`src/rtl/nes_bus_pkg.sv`:
```
// Shared types and default constants for the CPU bus controller and its
// sprite DMA engine.
package nes_bus_pkg;

    typedef enum logic [2:0] {
        IDLE  = 3'd0,
        HALT  = 3'd1,
        ALIGN = 3'd2,
        READ  = 3'd3,
        WRITE = 3'd4,
        DONE  = 3'd5
    } dma_state_t;

    localparam logic [15:0] DEF_DMA_TRIG_ADDR = 16'h4014;
    localparam logic [15:0] DEF_OAM_DATA_ADDR = 16'h2004;
    localparam logic [15:0] DEF_PPU_MATCH     = 16'h2000;
    localparam logic [15:0] DEF_PPU_MASK      = 16'hE000;

    // Index width for a power-of-two transfer length (at least one bit).
    function automatic int clog2_len(input int len);
        int w;
        w = 1;
        for (int i = 1; i < 31; i++) begin
            if ((1 << i) < len) w = i + 1;
        end
        return w;
    endfunction

endpackage

```
`src/rtl/nes_cpu_bus_dma_if.sv`:
```
// CPU-side bus bundle: CPU request, memory/PPU read returns and shared bus.
// Handshake: the CPU may only complete a read cycle when cpu_rdy is high;
// cpu_rdy is cpu_rdy_in gated off while the DMA engine owns the bus. A
// 6502 write cycle ignores cpu_rdy, so writes always pass through.
interface nes_cpu_bus_dma_if #(
    parameter int ADDR_W = 16,
    parameter int DATA_W = 8
);
    logic [ADDR_W-1:0] cpu_addr;
    logic [DATA_W-1:0] cpu_dout;
    logic              cpu_we;
    logic              cpu_rdy_in;
    logic              cpu_rdy;
    logic [DATA_W-1:0] cpu_din;
    logic [DATA_W-1:0] mem_din;
    logic [DATA_W-1:0] ppu_din;
    logic [ADDR_W-1:0] bus_addr;
    logic [DATA_W-1:0] bus_dout;
    logic              bus_we;
    logic              ppu_sel_q;
    logic              dma_active;
    logic              dma_done;

    modport master (
        output cpu_addr, cpu_dout, cpu_we, cpu_rdy_in, mem_din, ppu_din,
        input  cpu_rdy, cpu_din, bus_addr, bus_dout, bus_we, ppu_sel_q,
               dma_active, dma_done
    );

    modport slave (
        input  cpu_addr, cpu_dout, cpu_we, cpu_rdy_in, mem_din, ppu_din,
        output cpu_rdy, cpu_din, bus_addr, bus_dout, bus_we, ppu_sel_q,
               dma_active, dma_done
    );
endinterface

```
`src/rtl/nes_oam_dma_fsm.sv`:
```
// Sprite DMA sequencer: holds state, byte index, source page and the
// free-running cycle parity used for odd-cycle alignment.
module nes_oam_dma_fsm
    import nes_bus_pkg::*;
#(
    parameter int                ADDR_W        = 16,
    parameter int                DATA_W        = 8,
    parameter int                DMA_LEN       = 256,
    parameter logic [ADDR_W-1:0] DMA_TRIG_ADDR = ADDR_W'(DEF_DMA_TRIG_ADDR),
    parameter bit                ALIGN_ODD     = 1'b1
) (
    input  logic              clk,
    input  logic              reset,
    input  logic [ADDR_W-1:0] cpu_addr_i,
    input  logic [DATA_W-1:0] cpu_dout_i,
    input  logic              cpu_we_i,
    output dma_state_t        state_o,
    output logic [ADDR_W-1:0] dma_addr_o,
    output logic              dma_active_o,
    output logic              dma_done_o
);
    localparam int               IDX_W    = clog2_len(DMA_LEN);
    localparam logic [IDX_W-1:0] IDX_LAST = IDX_W'(DMA_LEN - 1);

    dma_state_t        state_q;
    logic [IDX_W-1:0]  index_q;
    logic [DATA_W-1:0] page_q;
    logic              parity_q;
    logic              dma_active_q;
    logic              dma_done_q;
    logic [7:0]        idx_byte;

    // Source page is the high byte; the index always lands in the low byte.
    assign idx_byte     = 8'(index_q);
    assign dma_addr_o   = ADDR_W'({page_q, idx_byte});
    assign state_o      = state_q;
    assign dma_active_o = dma_active_q;
    assign dma_done_o   = dma_done_q;

    // Sequencer: trigger capture, write-wait, optional alignment, copy loop.
    always_ff @(posedge clk) begin
        if (reset) begin
            state_q      <= IDLE;
            index_q      <= '0;
            page_q       <= '0;
            parity_q     <= 1'b0;
            dma_active_q <= 1'b0;
            dma_done_q   <= 1'b0;
        end else begin
            parity_q   <= ~parity_q;
            dma_done_q <= 1'b0;
            case (state_q)
                IDLE: begin
                    if (cpu_we_i && (cpu_addr_i == DMA_TRIG_ADDR)) begin
                        page_q       <= cpu_dout_i;
                        state_q      <= HALT;
                        dma_active_q <= 1'b1;
                    end
                end
                HALT: begin
                    // The 6502 keeps writing through RDY; wait for a read cycle.
                    if (!cpu_we_i) begin
                        state_q <= (ALIGN_ODD && parity_q) ? ALIGN : READ;
                    end
                end
                ALIGN: state_q <= READ;
                READ:  state_q <= WRITE;
                WRITE: begin
                    if (index_q == IDX_LAST) begin
                        index_q      <= '0;
                        state_q      <= DONE;
                        dma_active_q <= 1'b0;
                        dma_done_q   <= 1'b1;
                    end else begin
                        index_q <= index_q + IDX_W'(1);
                        state_q <= READ;
                    end
                end
                DONE:    state_q <= IDLE;
                default: state_q <= IDLE;
            endcase
        end
    end
endmodule

```
`src/rtl/nes_cpu_bus_dma.sv`:
```
// CPU bus controller: registered PPU decode, CPU read-data mux, and the
// shared-bus mux between CPU pass-through and the sprite DMA engine.
module nes_cpu_bus_dma
    import nes_bus_pkg::*;
#(
    parameter int                ADDR_W        = 16,
    parameter int                DATA_W        = 8,
    parameter int                DMA_LEN       = 256,
    parameter logic [ADDR_W-1:0] DMA_TRIG_ADDR = ADDR_W'(DEF_DMA_TRIG_ADDR),
    parameter logic [ADDR_W-1:0] OAM_DATA_ADDR = ADDR_W'(DEF_OAM_DATA_ADDR),
    parameter logic [ADDR_W-1:0] PPU_MATCH     = ADDR_W'(DEF_PPU_MATCH),
    parameter logic [ADDR_W-1:0] PPU_MASK      = ADDR_W'(DEF_PPU_MASK),
    parameter bit                ALIGN_ODD     = 1'b1
) (
    input  logic             clk,
    input  logic             reset,
    nes_cpu_bus_dma_if.slave bif,
    output dma_state_t       dbg_state_o
);
    dma_state_t        state;
    logic [ADDR_W-1:0] dma_addr;
    logic              dma_active;
    logic              dma_done;
    logic              ppu_sel_q;
    logic [ADDR_W-1:0] bus_addr;
    logic [DATA_W-1:0] bus_dout;
    logic              bus_we;

    nes_oam_dma_fsm #(
        .ADDR_W        (ADDR_W),
        .DATA_W        (DATA_W),
        .DMA_LEN       (DMA_LEN),
        .DMA_TRIG_ADDR (DMA_TRIG_ADDR),
        .ALIGN_ODD     (ALIGN_ODD)
    ) u_fsm (
        .clk          (clk),
        .reset        (reset),
        .cpu_addr_i   (bif.cpu_addr),
        .cpu_dout_i   (bif.cpu_dout),
        .cpu_we_i     (bif.cpu_we),
        .state_o      (state),
        .dma_addr_o   (dma_addr),
        .dma_active_o (dma_active),
        .dma_done_o   (dma_done)
    );

    // PPU decode registered so it lines up with the 1-cycle memory read.
    always_ff @(posedge clk) begin
        if (reset) begin
            ppu_sel_q <= 1'b0;
        end else begin
            ppu_sel_q <= ((bif.cpu_addr & PPU_MASK) == PPU_MATCH) ||
                         (bif.cpu_addr == DMA_TRIG_ADDR);
        end
    end

    // Shared bus: CPU pass-through unless the DMA engine is driving a cycle.
    always_comb begin
        bus_addr = bif.cpu_addr;
        bus_dout = bif.cpu_dout;
        bus_we   = bif.cpu_we;
        case (state)
            ALIGN: bus_we = 1'b0;
            READ: begin
                bus_addr = dma_addr;
                bus_we   = 1'b0;
            end
            WRITE: begin
                bus_addr = OAM_DATA_ADDR;
                bus_dout = bif.mem_din;
                bus_we   = 1'b1;
            end
            default: ;
        endcase
    end

    assign bif.bus_addr   = bus_addr;
    assign bif.bus_dout   = bus_dout;
    assign bif.bus_we     = bus_we;
    assign bif.ppu_sel_q  = ppu_sel_q;
    assign bif.cpu_din    = ppu_sel_q ? bif.ppu_din : bif.mem_din;
    assign bif.cpu_rdy    = bif.cpu_rdy_in & ~dma_active;
    assign bif.dma_active = dma_active;
    assign bif.dma_done   = dma_done;
    assign dbg_state_o    = state;
endmodule

```
`src/flat_wrapper.sv`:
```
// flat-port wrapper written by rule: the top's interface ports become plain ports
module nes_cpu_bus_dma_flat import nes_bus_pkg::*;
#(
    parameter int                ADDR_W        = 16,
    parameter int                DATA_W        = 8,
    parameter int                DMA_LEN       = 256,
    parameter logic [ADDR_W-1:0] DMA_TRIG_ADDR = ADDR_W'(DEF_DMA_TRIG_ADDR),
    parameter logic [ADDR_W-1:0] OAM_DATA_ADDR = ADDR_W'(DEF_OAM_DATA_ADDR),
    parameter logic [ADDR_W-1:0] PPU_MATCH     = ADDR_W'(DEF_PPU_MATCH),
    parameter logic [ADDR_W-1:0] PPU_MASK      = ADDR_W'(DEF_PPU_MASK),
    parameter bit                ALIGN_ODD     = 1'b1
)
  (clk, reset, dbg_state_o, bif_cpu_addr, bif_cpu_dout, bif_cpu_we, bif_cpu_rdy_in, bif_mem_din, bif_ppu_din, bif_cpu_rdy, bif_cpu_din, bif_bus_addr, bif_bus_dout, bif_bus_we, bif_ppu_sel_q, bif_dma_active, bif_dma_done);
  nes_cpu_bus_dma_if #(.ADDR_W(ADDR_W), .DATA_W(DATA_W)) bif_i ();
  input  logic clk;
  input  logic reset;
  output dma_state_t dbg_state_o;
  input wire logic [$bits(bif_i.cpu_addr)-1:0] bif_cpu_addr;
  input wire logic [$bits(bif_i.cpu_dout)-1:0] bif_cpu_dout;
  input wire logic [$bits(bif_i.cpu_we)-1:0] bif_cpu_we;
  input wire logic [$bits(bif_i.cpu_rdy_in)-1:0] bif_cpu_rdy_in;
  input wire logic [$bits(bif_i.mem_din)-1:0] bif_mem_din;
  input wire logic [$bits(bif_i.ppu_din)-1:0] bif_ppu_din;
  output wire logic [$bits(bif_i.cpu_rdy)-1:0] bif_cpu_rdy;
  output wire logic [$bits(bif_i.cpu_din)-1:0] bif_cpu_din;
  output wire logic [$bits(bif_i.bus_addr)-1:0] bif_bus_addr;
  output wire logic [$bits(bif_i.bus_dout)-1:0] bif_bus_dout;
  output wire logic [$bits(bif_i.bus_we)-1:0] bif_bus_we;
  output wire logic [$bits(bif_i.ppu_sel_q)-1:0] bif_ppu_sel_q;
  output wire logic [$bits(bif_i.dma_active)-1:0] bif_dma_active;
  output wire logic [$bits(bif_i.dma_done)-1:0] bif_dma_done;
  assign bif_i.cpu_addr = bif_cpu_addr;
  assign bif_i.cpu_dout = bif_cpu_dout;
  assign bif_i.cpu_we = bif_cpu_we;
  assign bif_i.cpu_rdy_in = bif_cpu_rdy_in;
  assign bif_i.mem_din = bif_mem_din;
  assign bif_i.ppu_din = bif_ppu_din;
  assign bif_cpu_rdy = bif_i.cpu_rdy;
  assign bif_cpu_din = bif_i.cpu_din;
  assign bif_bus_addr = bif_i.bus_addr;
  assign bif_bus_dout = bif_i.bus_dout;
  assign bif_bus_we = bif_i.bus_we;
  assign bif_ppu_sel_q = bif_i.ppu_sel_q;
  assign bif_dma_active = bif_i.dma_active;
  assign bif_dma_done = bif_i.dma_done;
  nes_cpu_bus_dma #(.ADDR_W(ADDR_W), .DATA_W(DATA_W), .DMA_LEN(DMA_LEN), .DMA_TRIG_ADDR(DMA_TRIG_ADDR), .OAM_DATA_ADDR(OAM_DATA_ADDR), .PPU_MATCH(PPU_MATCH), .PPU_MASK(PPU_MASK), .ALIGN_ODD(ALIGN_ODD)) u_core (.clk(clk), .reset(reset), .bif(bif_i), .dbg_state_o(dbg_state_o));
endmodule
```
`config.mk`:
```
export PLATFORM = sky130hd
export DESIGN_NAME = nes_cpu_bus_dma_flat
export DESIGN_NICKNAME = d
export VERILOG_FILES = /design/src/rtl/nes_bus_pkg.sv /design/src/rtl/nes_cpu_bus_dma_if.sv /design/src/rtl/nes_oam_dma_fsm.sv /design/src/rtl/nes_cpu_bus_dma.sv /design/src/flat_wrapper.sv
export SDC_FILE = /design/constraint.sdc
export NUM_CORES = 1
export LEC_CHECK = 0
export CAP_MARGIN = 30
export CORE_UTILIZATION = 41
export DETAILED_ROUTE_END_ITERATION = 8
export PLACE_DENSITY = 0.95
export SYNTH_ARGS = -nofsm -noshare
export SYNTH_HDL_FRONTEND = slang
export SYNTH_SLANG_ARGS = --single-unit
```
`constraint.sdc`:
```
create_clock -name clk -period 4.51 [get_ports clk]
set_input_delay 0.902 -clock clk [delete_from_list [all_inputs] [get_ports clk]]
set_output_delay 0.902 -clock clk [all_outputs]
set_load 0.005 [all_outputs]
```
==> impl_results.md, run 1 <==
- Run status: finished clean
- P&R area growth vs syn: 60.35%
- Initial cell density of the core: 42.93%
- Worst min-delay path class: flip-flop to flip-flop
- CP max-delay cell: nor2_1
- Largest delay share family, worst path: simple AND/OR/NAND/NOR gates
- CP Capture Type: output port
- Final ANT Viol Nets: 0
- P_int: 0.0003110 W
- DR vias: 1,719
- Clock Skews: 0.004601 ns
- I/O pins: 84
- Total gr overflow: 0
- DRC: 0
- #FFs+latches synth: 23
- Fillers: 261
- Finished Cell Area: 2297 um^2
- CP arrival: 2.75 ns
- Area share of the largest cell type after synthesis: 32.14%
- Worst-path clk slew: 0.13 ns
- Worst-skew pair later-pin latency: 0.32 ns
- Synthesized area: 1433 um^2
- Final period util: 81.04%
- WS Path Type: flip-flop to output port
- RSZ-0062 raised after global routing: no
- Global placement routability congestion: 0.8448
- Clock tree buffer depth: 2
- Ys async rst share: 0%
- Switch share: 23.95%
- Nets@finish: 305
- CP Max Fanout: 15
- Max-slew violation count: 0
- Vias per cell: 5.636
- Post-DR wirelength/cell: 15.54 um
- EDFF count, synth: 0
- Register-to-register setup slack: 2.55 ns
- Relative slew slack: 35.13%
- WL final: 4741 um
- Critical Path Most Common Cell: nor2_1
- CTS Buf Count: 3
- Slowest stage delay, CP: 0.76 ns
- CTS H-Tree Depth: 1
- Synth area leader: dfxtp_1
- Pwr/cell area: 178.0 nW/um^2
- Die height: 61.11 um
- Overall die width: 61.11 um
- Comb power frac: 25.5%
- Post-DP HPWL: 3653 um
- Critical path buffers and inverters: 2
- Final setup TNS: 0 ns
- P_leak: 0.8740 nW
- Tot GR Track Use: 23.98%
- Post-CTS Repair Setup Buffers: 0
- Sequential cell area: 460.4 um^2
- Sequential Power Share: 50.2%
- Placed cell area: 2271 um^2
- Port Buffers: 83
- Worst Setup Start Kind: flip-flop
- Switch Pwr: 0.00009792 W
- Share of post-route cells with drive strength above 1: 6.564%
- Syn nets: 228
- Critical Path RT: 3.61 ns
- Syn Area/Cell: 7.829 um^2
- DIE AREA: 3734 um^2
- First-pass GRT wire length: 6672 um
- Setup violators final: 0
- # hold bufs at CTS: 0
- Core Footprint: 3337 um^2
- Pre-antenna DRT Iters: 4
- Core Util, Final: 68.84%
- Max-Cap Viols: 0
- Clock power frac: 24.3%
- Diodes inserted: 0
- Multi-input gate area in the final layout: 895.9 um^2
- Placed cells: 301
- Synth Flop Type: dfxtp_1
- Vias in the first global route: 1,508
- Post-Syn Instances: 183
- Synth unique cells: 38
- Max VDD drop: 209.0 uV
- Final Hold Fails: 0
- CTS tree: built
- Clk sinks: 23
- Non-filler cells, final: 305
- Sequential area share after synthesis: 32.14%
- Rows: 21
- Initial antenna violation count: 0
- Largest net degree at the start of global routing: 22
- Initial drt markers: 66
- Synth top area cells: dfxtp_1, a22o_1, nand2_1, mux2_2, nand4_1
- Resized cells post-CTS: 0
- Final min period: 3.655 ns
- CP cell instances: nor2_1 -> buf_4 -> nor2_1 -> a22o_1 -> clkdlybuf4s50_1
- CTS root buffer: clkbuf_4
- Slew @ Worst Pin: 0.9695 ns
- Max frequency: 273.6 MHz
- Synth Warn #: 0
[registers in the layout, indices dropped and copies added (netlist names)]
signal / count
u_core.u_fsm.idx_byte: 8
u_core.u_fsm.page_q: 8
u_core.u_fsm.state_o: 3
u_core.bif.ppu_sel_q: 1
u_core.u_fsm.dma_active_o: 1
u_core.u_fsm.dma_done_o: 1
u_core.u_fsm.parity_q: 1
[power by group through the flow]
stage          sequential (W)  clock (W)  combinational (W)
6_report             0.000205  0.0000995           0.000104
3_3_place_gp         0.000210          0           0.000101
2_1_floorplan        0.000209          0          0.0000256
3_5_place_dp         0.000210          0           0.000103
4_1_cts              0.000205  0.0000989           0.000104
5_1_grt              0.000205   0.000105           0.000111
[worst paths after layout]
check | start | end | cells after the start
max reg2reg | u_core.u_fsm.state_o[2] | u_core.u_fsm.state_o[1] | 4
max | u_core.u_fsm.state_o[2] | bif_bus_addr[14] | 5
min | u_core.u_fsm.parity_q | u_core.u_fsm.parity_q | 1
min reg2reg | u_core.u_fsm.parity_q | u_core.u_fsm.parity_q | 1
[cell type report]
type	instances	area share, %
multi-input cells	144	39.00
repair buffers	85	36.82
flip-flops and latches	23	20.04
well taps	46	2.505
clock buffers	4	1.144
inverters	3	0.4902
[cell usage after synthesis (2+ instances only)]
| cell type | count |
|---|---|
| buf_2 | 4 |
| dfxtp_1 | 23 |
| and4_1 | 2 |
| a21oi_1 | 11 |
| a211oi_1 | 2 |
| nand2_1 | 31 |
| clkbuf_1 | 7 |
| nor3_1 | 2 |
| o21ai_0 | 12 |
| mux2_2 | 8 |
| nand3_1 | 5 |
| xor2_1 | 3 |
| nor4b_1 | 3 |
| nor2_1 | 16 |
| or3_1 | 2 |
| xnor2_1 | 3 |
| nand4_1 | 11 |
| inv_1 | 3 |
| a31oi_1 | 2 |
| a22o_1 | 14 |
| o22a_1 | 2 |
[layer usage]
metal	global-route usage [%]	vias up	share of wire, %
met5	0	-	0
met4	5.519	0	1.2
met3	6.092	6	7.9
met2	41.77	74	50
met1	29.65	820	41
li1	-	819	-
[worst reg2reg max path: stages (launching register included)]
cell and delay (ns):
dfxtp_1 0.58, or3b_1 0.65, a31oi_1 0.37, nor2_1 0.09, a211oi_1 0.19
[per-stage QoR]
step / power, W / setup WS (ns) / hold slack, ns
6_report: 0.0004089 / 0.8551 / 0.4338
5_1_grt: 0.0004220 / 0.7649 / 0.4670
4_1_cts: 0.0004080 / 0.9259 / 0.4303
3_5_place_dp: 0.0003130 / 1.145 / 0.4120
3_3_place_gp: 0.0003108 / 1.221 / 0.4088
2_1_floorplan: 0.0002345 / 2.251 / 0.3942
[logic make-up after synthesis]
| logic type | synth area share (%) |
|---|---|
| AOI/OAI and AO/OA | 21.40 |
| xor gates and xnor gates | 3.669 |
| adders and majority gates | 0.8732 |
| buffers and inverters | 5.328 |
| DFF | 32.14 |
| muxes | 6.987 |
| and+or+nand+nor | 29.61 |
[cell usage in the layout (no fill, tap or decap), types with 2 or more instances in the layout]
| cell type | n |
|---|---|
| nand2_1 | 31 |
| a31oi_1 | 2 |
| clkdlybuf4s50_1 | 83 |
| nand4_1 | 11 |
| a211oi_1 | 2 |
| a22o_1 | 14 |
| buf_4 | 2 |
| o22a_1 | 2 |
| clkbuf_4 | 3 |
| xor2_1 | 3 |
| nor2_1 | 16 |
| and4_1 | 2 |
| nor4b_1 | 3 |
| a21oi_1 | 11 |
| or3_1 | 2 |
| xnor2_1 | 3 |
| nor3_1 | 2 |
| dfxtp_1 | 23 |
| o21ai_0 | 12 |
| mux2_2 | 8 |
| inv_1 | 3 |
| nand3_1 | 5 |
No activity file was read; power rests on OpenSTA's default activity.
==> run 2, diff against run 1 <==
--- a/config.mk
+++ b/config.mk
@@ -6,9 +6,9 @@
 export NUM_CORES = 1
 export LEC_CHECK = 0
 export CAP_MARGIN = 30
-export CORE_UTILIZATION = 41
+export CORE_UTILIZATION = 38
 export DETAILED_ROUTE_END_ITERATION = 8
-export PLACE_DENSITY = 0.95
+export PLACE_DENSITY = 0.9
 export SYNTH_ARGS = -nofsm -noshare
 export SYNTH_HDL_FRONTEND = slang
 export SYNTH_SLANG_ARGS = --single-unit
==> constraint.sdc (replaced) <==
create_clock -name clk -period 3.4 [get_ports clk]
set_input_delay 0.68 -clock clk [delete_from_list [all_inputs] [get_ports clk]]
set_output_delay 0.68 -clock clk [all_outputs]
set_load 0.005 [all_outputs]
==> run 2 against run 1 <==
  * Setup slack got worse by 0.41 ns
  * Combinational power rose by 32%
  * Global-route usage fell by 1.6 points
  * Final area rose by 1.5%
  * Sequential power rose by 33%
  * First-iteration DRC count rose by 11%
==> impl_results.md, run 2 (synthesis results as in run 1) <==
- Worst hold path depth: 1
- Post-CTS Repair Setup Buffers: 0
- RR Endpoint: u_core.u_fsm.state_o[1]
- CTS Buf Count: 3
- CP Capture Type: output port
- # hold bufs at CTS: 0
- Tot GR Track Use: 22.38%
- CTS root buffer: clkbuf_8
- Largest net degree at the start of global routing: 22
- Critical Path RT: 2.72 ns
- P&R area growth vs syn: 62.79%
- Final setup TNS: 0 ns
- Share of post-route cells with drive strength above 1: 7.663%
- Worst Setup Start Kind: flip-flop
- CP arrival: 2.27 ns
- Total gr overflow: 0
- Hold EP: u_core.u_fsm.parity_q
- Final Hold Fails: 0
- First-pass GRT wire length: 7182 um
- Register-to-register setup slack: 1.53 ns
- Max VDD drop: 302.2 uV
- Max-Cap Viols: 0
- Setup violators final: 0
- Reg2Reg Depth: 4
- Worst min-delay path class: flip-flop to flip-flop
- Total design power: 0.0005821 W
- P_leak: 0.8934 nW
- Final min period: 2.954 ns
- Switch Pwr: 0.0001333 W
- Comb power frac: 23.5%
- CP Max Fanout: 14
- Commonest non-fill, non-tap cell in the layout: clkdlybuf4s50_1
- Slew @ Worst Pin: 0.8023 ns
- WL final: 4476 um
- Clock power frac: 29.8%
- Die height: 63.40 um
- DRC: 0
- P_int: 0.0004488 W
- Overall die width: 63.40 um
- Worst-path clk slew: 0.08 ns
- Vias per cell: 5.498
- Clk sinks: 23
- Max frequency: 338.5 MHz
- Non-filler cells, final: 307
- Post-DR wirelength/cell: 14.58 um
- Port Buffers: 83
- Resized cells post-CTS: 0
- Initial antenna violation count: 0
- Initial cell density of the core: 41.31%
- Pwr/cell area: 249.6 nW/um^2
- Nets@finish: 307
- I/O pins: 84
- Post-DP HPWL: 3456 um
- Placed cells: 303
- Relative slew slack: 46.10%
- Worst-skew pair later-pin latency: 0.27 ns
- Clock Skews: 0.006717 ns
- Sequential Power Share: 46.7%
- Most frequent cells in the layout: clkdlybuf4s50_1, nand2_1, dfxtp_1, nor2_1, a22o_1
- Global placement routability congestion: 0.8139
- Rows: 21
- RSZ-0062 raised after global routing: no
- Vias in the first global route: 1,513
- Final period util: 86.88%
- Final ANT Viol Nets: 0
- Hold Path Origin: u_core.u_fsm.parity_q
- CTS tree: built
- Pre-antenna DRT Iters: 4
- Diodes inserted: 0
- DR vias: 1,688
- Core Footprint: 3468 um^2
- DIE AREA: 4020 um^2
- R2R Path Start: u_core.u_fsm.state_o[2]
- Fillers: 301
- Run status: finished clean
- WS Path Type: flip-flop to output port
- Initial drt markers: 73
- Max-slew violation count: 0
- Switch share: 22.89%
- CTS H-Tree Depth: 1
- Clock tree buffer depth: 2
==> run 2: cell count changes in the layout (fill, tap and decap cells not counted), sizes merged <==
cell,delta
clkbuf,-1
clkinv,+1
buf,+2
==> run 2: layout make-up <==
class | count | area [um^2] | share of cell area (%)
Sequential cell | 23 | 460.4 | 19.74
Clock buffer | 3 | 41.29 | 1.770
Inverter | 3 | 11.26 | 0.4828
Tap cell | 46 | 57.56 | 2.468
Timing Repair Buffer | 87 | 860.8 | 36.91
Clock inverter | 1 | 5.005 | 0.2146
Multi-Input combinational cell | 144 | 895.9 | 38.41
==> run 2: worst max-delay path by stage <==
stage	from	to	slack [ns]	depth (start not counted)
after floorplan	u_core.u_fsm.state_o[2]	bif_bus_addr[10]	1.40	5
after global placement	bif_cpu_we	bif_bus_we	0.76	4
after detailed placement	bif_cpu_we	bif_bus_we	0.75	4
after CTS	u_core.u_fsm.state_o[2]	bif_bus_addr[2]	0.45	4
after global routing	u_core.u_fsm.state_o[2]	bif_bus_addr[2]	0.33	4
final	u_core.u_fsm.state_o[2]	bif_bus_addr[2]	0.45	4
==> run 2: through the flow <==
step           hold slack (ns)  utilization (%)  cell area [um^2]  setup WS (ns)
5_1_grt                 0.4795            67.24              2332         0.3269
3_5_place_dp            0.4311            65.91              2286         0.7503
3_3_place_gp            0.4216            65.91              2286         0.7624
2_1_floorplan           0.3942                -              1433          1.401
4_1_cts                 0.4436            67.24              2332         0.4453
6_report                0.4377            67.24              2332         0.4462
==> run 2: power groups by stage <==
stage               logic (W)  clock network [W]  registers (W)
detailed placement   0.000137                  0       0.000278
global placement     0.000136                  0       0.000278
CTS                  0.000138           0.000173       0.000272
global route         0.000146           0.000184       0.000272
finish               0.000137           0.000173       0.000272
floorplan           0.0000339                  0       0.000277
==> run 2: critical path: stages (launching register included) <==
cell             delay, ns
dfxtp_1               0.54
or3b_1                0.63
nand2_1               0.18
o22a_1                0.15
clkdlybuf4s50_1       0.50
==> run 2: layer usage <==
layer	wire (um)	share of wire, %	GRT usage, %
met5	0	0	0
met2	2238	50	37.23
met3	344	7.7	5.978
met4	14	0.31	4.545
met1	1877	42	28.76
==> run 3, diff against run 2 <==
--- a/config.mk
+++ b/config.mk
@@ -6,6 +6,7 @@
 export NUM_CORES = 1
 export LEC_CHECK = 0
 export CAP_MARGIN = 30
+export CORE_ASPECT_RATIO = 1.75
 export CORE_UTILIZATION = 38
 export DETAILED_ROUTE_END_ITERATION = 8
 export PLACE_DENSITY = 0.9
==> run 3 against run 2 <==
  * Register-to-register slack hardly changed
  * Combinational power about the same
  * Non-clock buffer count unchanged
  * Final cell count did not move
  * Critical path depth unchanged
  * Total power is 0.69% lower
  * Clock power is 2% lower
  * Setup slack gained 0.0031 ns
  * Critical endpoint unchanged
  * Largest power group unchanged
  * Highest routed layer unchanged
==> impl_results.md, run 3 (synthesis results as in run 1) <==
- P&R area growth vs syn: 62.79%
- Met2 usage: 43.02%
- Final ANT Viol Nets: 0
- Vias in the first global route: 1,667
- Max-Cap Viols: 0
- Die height: 83.23 um
- Relative slew slack: 43.76%
- Clock Skews: 0.006415 ns
- Grt met3 use: 2.930%
- Diodes inserted: 0
- First-pass GRT wire length: 7527 um
- Fillers: 302
- Total gr overflow: 0
- Met1 GRT Util: 26.47%
- Final min period: 2.951 ns
- Core Footprint: 3628 um^2
- Setup violators final: 0
- Max-slew violation count: 0
- CP Capture Type: output port
- P_leak: 0.8934 nW
- I/O pins: 84
- Finished Cell Area: 2332 um^2
- Port Buffers: 83
- # hold bufs at CTS: 0
- DIE AREA: 4029 um^2
- Vias per cell: 5.515
- CP Max Fanout: 14
- Resized cells post-CTS: 0
- CTS root buffer: clkbuf_8
- Worst Setup Start Kind: flip-flop
- Final period util: 86.79%
- DRC: 0
- Post-DR wirelength/cell: 14.87 um
- Initial cell density of the core: 39.48%
- Max frequency: 338.9 MHz
- Most frequent cells in the layout: clkdlybuf4s50_1, nand2_1, dfxtp_1, nor2_1, a22o_1
- CP arrival: 2.27 ns
- Placed cell area: 2286 um^2
- Share of post-route cells with drive strength above 1: 7.663%
- Post-CTS Repair Setup Buffers: 0
- Commonest non-fill, non-tap cell in the layout: clkdlybuf4s50_1
- Final Hold Fails: 0
- Worst-path clk slew: 0.08 ns
- Worst min-delay path class: flip-flop to flip-flop
- Critical Path RT: 2.72 ns
- Final setup TNS: 0 ns
- CTS H-Tree Depth: 1
- Clk sinks: 23
- WS Path Type: flip-flop to output port
- Slew @ Worst Pin: 0.8371 ns
- Most used routing layer: met2
- Largest net degree at the start of global routing: 22
- Run status: finished clean
- Tot GR Track Use: 23.30%
- Worst-skew pair later-pin latency: 0.27 ns
- Max VDD drop: 225.2 uV
- Pwr/cell area: 247.9 nW/um^2
- Sequential cell area: 460.4 um^2
- Multi-input gate area in the final layout: 895.9 um^2
- Initial antenna violation count: 0
- Initial drt markers: 50
- Global placement routability congestion: 0.8443
- Post-DP HPWL: 3562 um
- CTS Buf Count: 3
- Overall die width: 48.42 um
- DR vias: 1,693
- Total design power: 0.0005781 W
- Pre-antenna DRT Iters: 4
- Nets@finish: 307
- Clock tree buffer depth: 2
- CTS tree: built
- WL final: 4566 um
- RSZ-0062 raised after global routing: no
- Rows: 29
-- run 3: cell counts in the layout (fill, tap and decap cells not counted) --
No cell type changed its count.
-- run 3: final timing paths --
check,cells past startpoint,slack [ns],start,end
worst max register to register,4,1.54,u_core.u_fsm.state_o[2],u_core.u_fsm.state_o[1]
worst min register to register,1,0.42,u_core.u_fsm.parity_q,u_core.u_fsm.parity_q
worst min-delay path,1,0.42,u_core.u_fsm.parity_q,u_core.u_fsm.parity_q
worst max-delay path,4,0.45,u_core.u_fsm.state_o[2],bif_bus_addr[2]
-- run 3: report_power, final --
part | total (W) | switching, W | internal [W]
clock network | 0.000169 | 0.0000876 | 0.0000818
registers | 0.000272 | 0.00000144 | 0.000270
logic | 0.000137 | 0.0000403 | 0.0000966
total | 0.000578 | 0.000129 | 0.000449
-- run 3: metrics by stage --
step / hold WS, ns / setup WS (ns) / utilization (%) / std cells
after detailed placement: 0.4219 / 0.7166 / 63.00 / 303
after global placement: 0.4106 / 0.5501 / 62.79 / 302
after global routing: 0.4546 / 0.3151 / 64.28 / 307
after CTS: 0.4304 / 0.4396 / 64.28 / 307
after floorplan: 0.3942 / 1.401 / - / 183
final: 0.4239 / 0.4493 / 64.28 / 307
-- run 3: metal layers --
| layer | wire length (um) | up-vias |
|---|---|---|
| met5 | 0 | - |
| met4 | 86 | 0 |
| met3 | 229 | 8 |
| met2 | 2439 | 66 |
| met1 | 1812 | 799 |
| li1 | - | 820 |
-- run 3: worst max-delay path, stage by stage (launching register included) --
cell and delay, ns:
dfxtp_1 0.54, or3b_1 0.63, nand2_1 0.19, o22a_1 0.15, clkdlybuf4s50_1 0.49
-- run 3: layout make-up --
| type | count | area share, % |
|---|---|---|
| clock buffer | 3 | 1.770 |
| inverter | 3 | 0.4828 |
| timing repair buffer | 87 | 36.91 |
| tap | 46 | 2.468 |
| sequential | 23 | 19.74 |
| multi-input combinational | 144 | 38.41 |
| clock inverter | 1 | 0.2146 |
